[src/rtl/truth_table_sequencer_pkg.sv]
// Shared encodings and sizing helpers for the truth-table sequencer.
// Latency: n/a (declarations only).
// Backpressure: n/a.
package tt_seq_pkg;

  typedef logic [1:0] state_t;

  localparam state_t ST_IDLE   = 2'd0;
  localparam state_t ST_SETTLE = 2'd1;
  localparam state_t ST_SAMPLE = 2'd2;
  localparam state_t ST_DONE   = 2'd3;

  // Width of a counter that must reach SETTLE_CYCLES without wrapping; never below 1.
  function automatic int unsigned cnt_width(input int unsigned settle_cycles);
    int unsigned w;
    w = $clog2(settle_cycles + 1);
    return (w < 1) ? 1 : w;
  endfunction

endpackage

[src/rtl/truth_table_sequencer_settle_timer.sv]
// Per-vector settle counter: cleared on load, advances while enabled, flags the last settle clock.
// Latency: expire is combinational from the counter register.
// Backpressure: none; driven purely by the sequencer FSM.
module settle_timer
  import tt_seq_pkg::*;
#(
  parameter int unsigned SETTLE_CYCLES = 4
) (
  input  logic clk,
  input  logic rst_n,
  input  logic load,
  input  logic en,
  output logic expire
);

  localparam int unsigned CW = cnt_width(SETTLE_CYCLES);

  logic [CW-1:0] cnt_q;
  logic [CW-1:0] cnt_d;

  // Load wins over count so a fresh vector always starts from zero.
  always_comb begin
    cnt_d = cnt_q;
    if (load) begin
      cnt_d = '0;
    end else if (en) begin
      cnt_d = cnt_q + CW'(1);
    end
  end

  // Counter register.
  always_ff @(posedge clk or negedge rst_n) begin
    if (!rst_n) begin
      cnt_q <= '0;
    end else begin
      cnt_q <= cnt_d;
    end
  end

  assign expire = (cnt_q == CW'(SETTLE_CYCLES - 1));

endmodule

[src/rtl/truth_table_sequencer.sv]
// Sweeps every input vector into a logic block, samples its output and scores it against EXPECTED.
// Latency: done pulses 2**N_IN*(SETTLE_CYCLES+1) clocks after the accepted start edge.
// Backpressure: start is ignored unless idle; abort drops a running sweep without a done pulse.
module truth_table_sequencer
  import tt_seq_pkg::*;
#(
  parameter int unsigned          N_IN          = 2,
  parameter int unsigned          SETTLE_CYCLES = 4,
  parameter logic [2**N_IN-1:0]   EXPECTED      = 4'b1000
) (
  input  logic                clk,
  input  logic                rst_n,
  input  logic                start,
  input  logic                abort,
  input  logic                dut_out,
  output logic [N_IN-1:0]     in_vec,
  output logic                busy,
  output logic                done,
  output logic                pass,
  output logic [2**N_IN-1:0]  observed,
  output logic [N_IN:0]       mismatch_count
);

  localparam logic [N_IN-1:0] LAST_IDX = '1;

  state_t              state_q, state_d;
  logic [N_IN-1:0]     idx_q, idx_d;
  logic [N_IN-1:0]     in_vec_q, in_vec_d;
  logic [2**N_IN-1:0]  observed_q, observed_d;
  logic [N_IN:0]       mismatch_q, mismatch_d;
  logic                pass_q, pass_d;

  logic start_acc;
  logic abort_run;
  logic sample_go;
  logic last_vec;
  logic timer_load;
  logic timer_expire;
  logic miss;

  assign start_acc  = (state_q == ST_IDLE) && start;
  assign abort_run  = ((state_q == ST_SETTLE) || (state_q == ST_SAMPLE)) && abort;
  assign sample_go  = (state_q == ST_SAMPLE) && !abort;
  assign last_vec   = (idx_q == LAST_IDX);
  assign timer_load = start_acc || (sample_go && !last_vec);
  assign miss       = (dut_out != EXPECTED[idx_q]);

  settle_timer #(
    .SETTLE_CYCLES (SETTLE_CYCLES)
  ) u_settle_timer (
    .clk    (clk),
    .rst_n  (rst_n),
    .load   (timer_load),
    .en     (state_q == ST_SETTLE),
    .expire (timer_expire)
  );

  // State register.
  always_ff @(posedge clk or negedge rst_n) begin
    if (!rst_n) begin
      state_q <= ST_IDLE;
    end else begin
      state_q <= state_d;
    end
  end

  // Next state: abort outranks every transition while a sweep is running.
  always_comb begin
    state_d = state_q;
    case (state_q)
      ST_IDLE:   if (start) state_d = ST_SETTLE;
      ST_SETTLE: begin
        if (abort)             state_d = ST_IDLE;
        else if (timer_expire) state_d = ST_SAMPLE;
      end
      ST_SAMPLE: begin
        if (abort)         state_d = ST_IDLE;
        else if (last_vec) state_d = ST_DONE;
        else               state_d = ST_SETTLE;
      end
      ST_DONE:   state_d = ST_IDLE;
      default:   state_d = ST_IDLE;
    endcase
  end

  // Status outputs decoded straight from the state; busy and done are mutually exclusive.
  always_comb begin
    busy = 1'b0;
    done = 1'b0;
    case (state_q)
      ST_SETTLE: busy = 1'b1;
      ST_SAMPLE: busy = 1'b1;
      ST_DONE:   done = 1'b1;
      default:   ;
    endcase
  end

  // Index, stimulus and scoreboard updates; pass uses the count including the final sample.
  always_comb begin
    idx_d      = idx_q;
    in_vec_d   = in_vec_q;
    observed_d = observed_q;
    mismatch_d = mismatch_q;
    pass_d     = pass_q;
    if (start_acc) begin
      idx_d      = '0;
      in_vec_d   = '0;
      observed_d = '0;
      mismatch_d = '0;
      pass_d     = 1'b0;
    end else if (abort_run) begin
      in_vec_d = '0;
    end else if (sample_go) begin
      observed_d[idx_q] = dut_out;
      mismatch_d        = mismatch_q + {{N_IN{1'b0}}, miss};
      if (last_vec) begin
        pass_d = (mismatch_d == '0);
      end else begin
        idx_d    = idx_q + N_IN'(1);
        in_vec_d = idx_q + N_IN'(1);
      end
    end
  end

  // Datapath registers.
  always_ff @(posedge clk or negedge rst_n) begin
    if (!rst_n) begin
      idx_q      <= '0;
      in_vec_q   <= '0;
      observed_q <= '0;
      mismatch_q <= '0;
      pass_q     <= 1'b0;
    end else begin
      idx_q      <= idx_d;
      in_vec_q   <= in_vec_d;
      observed_q <= observed_d;
      mismatch_q <= mismatch_d;
      pass_q     <= pass_d;
    end
  end

  assign in_vec         = in_vec_q;
  assign observed       = observed_q;
  assign mismatch_count = mismatch_q;
  assign pass           = pass_q;

endmodule

[config.mk]
export PLATFORM = sky130hd
export DESIGN_NAME = truth_table_sequencer
export DESIGN_NICKNAME = d
export VERILOG_FILES = /design/src/rtl/truth_table_sequencer_pkg.sv /design/src/rtl/truth_table_sequencer_settle_timer.sv /design/src/rtl/truth_table_sequencer.sv
export SDC_FILE = /design/constraint.sdc
export NUM_CORES = 1
export LEC_CHECK = 0
export CAP_MARGIN = 15
export CORE_AREA = 2 2 42 52
export CTS_CLUSTER_SIZE = 16
export DETAILED_ROUTE_END_ITERATION = 7
export DIE_AREA = 0 0 44 54
export PLACE_DENSITY = 0.74
export SLEW_MARGIN = 30
export SYNTH_ARGS = -nofsm -noshare
export SYNTH_HDL_FRONTEND = slang
export SYNTH_SLANG_ARGS = --single-unit
export TNS_END_PERCENT = 30
[constraint.sdc]
create_clock -name clk -period 4.56 [get_ports clk]
set_clock_uncertainty 0.05 [all_clocks]
set_input_delay 0.912 -clock clk [delete_from_list [all_inputs] [get_ports clk]]
set_output_delay 0.912 -clock clk [all_outputs]
set_load 0.05 [all_outputs]
==> impl_metrics.ini <==
[grt]
grt_max_degree = 18
grt_pass1_wl_um = 2753
met1_usage = 0.1850
track_usage = 0.1579
antenna_found_initial = 0
grt_overflow = 0
use_met3 = 0.02013
grt_use_met2 = 0.2721
grt_pass1_vias = 681
busiest_layer = met2

[logic_synthesis]
seq_area_frac_synth = 0.4433
yosys.area_share.simple = 0.1643
syn_area_um2 = 959.7
synth_compound_area_frac = 0.1069
synthesis.nets = 118
synth_top_family_by_area = adder cells
ys_seq_elements = 17
synth.area.mux_share = 0.03259
yosysWarnings = 0
synthCells = 99
avgSynthCellArea_um2 = 9.694
ys_types = 22
synth-xor-area-share = 0.02738
synth_fa_ha_area_frac = 0.1825

[clocking]
cts_root_buf = clkbuf_4
cts_tree = done
htreeDepth = 1
clkLatencyLatePin_ps = 300
hold_buffers = 0
cts_setup_buffers = 0
cts_made_buffers = 3
clk_pin_slew_worst_paths_ps = 100
cts_buffer_depth = 2
clock_sinks = 17
cts_resized = 0

[cells_and_area]
fin_nets = 136
utilization = 0.5995
nFillCells = 180
drive_gt1_frac = 0.05172
num_antenna_cells = 0
areaGrowthSynthToFinish_pct = 20.99

[timing]
worst-slew-pin-transition_ps = 728.2
max_freq_mhz = 350.2
fin_crit_sh = 0.6263
finalSetupViolCount = 0
hold_viol = 0
setup_tns_ps = 0
rsz0062_at_grt = false
slew_viol_final = 0
relSlewSlack = 0.5130
period_needed_ps = 2856

[route]
viasPerCell = 5.390
drt_iter0_drc = 4
dr_total_vias = 733
drt_pass1_iterations = 6
routed_wl_um = 1675
ant_nets = 0
post-route-drc-count = 0
drt-wirelength-per-cell_um = 12.32

[run]
maxCapViolCount = 0

[worst_setup_path]
cp_data_arrival_time_ps = 1890
r2r-end = pass
end_kind = output port
slowest_stage = clkdlybuf4s50_1
path_max_fanout = 4
path_class = register to output port
worst_r2r_path_depth = 6
worstSetupStartpointType = register
path_depth = 3
crit_buf_inv = 2
slowest_delay_ps = 810
crit_required_ps = 3600
cp_cell_sequence = inv_1 > ha_1 > clkdlybuf4s50_1
r2r_start = idx_q[0]
rrSetupSlack_ps = 2250
cp_top_family = buffers and inverters

[power_and_ir_drop]
ir_drop_mv = 0.3997
power.total_uw = 588.2
p_leak_nw = 0.5432
power_density_nw_per_um2 = 506.5

[floorplan]
design.core.area_um2 = 1937
start_util = 0.4955
die-area_um2 = 2376
die_y_um = 54
row_count = 18
dieWidth_um = 44
ios = 17

[hold_path]
min_from = observed[3]
hold_depth = 2
hp-class = register to register
whs_endpoint = observed[3]

[outcome]
status = complete, no violations

[placement]
port_buffers = 16
place.gp.congestion = 0.7786
post-dp-hpwl_um = 1314
## state kept, by name, summed over array words and instances, names as in the netlist
register	flops
idx_q	2
mismatch_count	3
observed	4
u_settle_timer.cnt_q	3
pass	1
state_q	2
in_vec	2
## power breakdown
part | total (mW) | switching [mW] | internal [mW]
combinational | 0.297 | 0.184 | 0.112
sequential | 0.209 | 0.0241 | 0.185
clock | 0.0820 | 0.0493 | 0.0327
## placed cells by master, fill, tap and decap left out, types with 2 or more instances in the layout
master and count:
mux2i_1 2, nand3b_1 4, clkbuf_4 3, a21oi_1 13, clkdlybuf4s50_1 16, nor2_1 6
dfrtp_1 17, inv_1 8, o21ai_0 6, ha_1 14, nand3_1 4, nand2_1 10
xor2_1 2
## cell usage after synthesis
cell type / number / area [um2]
and2_1: 1 / 6.260
a211oi_1: 1 / 7.510
ha_1: 14 / 175.2
o21ai_0: 6 / 30.03
nand2b_1: 1 / 6.260
nor2_1: 6 / 22.52
nor3_1: 1 / 5.000
nand3_1: 4 / 20.02
nor3b_1: 1 / 7.510
inv_1: 8 / 30.03
nand3b_1: 4 / 30.03
nor2b_1: 1 / 6.260
mux2_2: 1 / 11.26
dfrtp_1: 17 / 425.4
nand2_1: 10 / 37.54
a21oi_1: 13 / 65.06
and2b_2: 1 / 8.760
xor2_1: 2 / 17.52
or4_1: 1 / 7.510
mux2i_1: 2 / 20.02
xnor2_1: 1 / 8.760
clkbuf_1: 3 / 11.26
## per-layer routing
| layer | share of wire | routed length, um |
|---|---|---|
| met1 | 0.45 | 752 |
| met2 | 0.49 | 821 |
| met3 | 0.033 | 56 |
| met4 | 0.026 | 44 |
| met5 | 0 | 0 |
## final cells by class
class / count / area (um2) / area share
multi-input combinational: 71 / 493.0 / 0.4246
sequential: 17 / 425.4 / 0.3664
timing repair buffer: 16 / 160.2 / 0.1379
inverter: 8 / 30.03 / 0.02586
tap: 20 / 25.02 / 0.02155
clock buffer: 3 / 22.52 / 0.01940
clock inverter: 1 / 5.005 / 0.004310
## tightest hold or removal path, cell delays in order (launching register included)
cell	delay, ps
dfrtp_1	390
nand2_1	50
a21oi_1	50
## stage by stage
stage                     instances  setup WS [ps]  cell area (um2)  hold slack (ps)
after floorplan                  99           2178            959.7            440.3
after global placement          132           1644             1134            459.1
after detailed placement        132           1590             1134            464.4
after CTS                       136           1689             1161            478.9
after global routing            136           1591             1161            506.2
final                           136           1704             1161            474.1
## how the worst max path moves through the flow
| stage | startpoint | end |
|---|---|---|
| final | state_q[1] | busy |
| after global routing | state_q[0] | busy |
| after CTS | state_q[0] | busy |
| after detailed placement | dut_out | pass |
| after global placement | dut_out | pass |
| after floorplan | dut_out | pass |
## cells by family (layout without fill, tap and decap cells)
logic type / after synthesis / after routing
xor+xnor: 3 / 3
buf+inv: 11 / 28
fa+ha+maj: 14 / 14
compound gates: 20 / 20
mux: 3 / 3
simple gates: 31 / 31
flops: 17 / 17
Note: power is estimated with default switching activity, not from simulation.
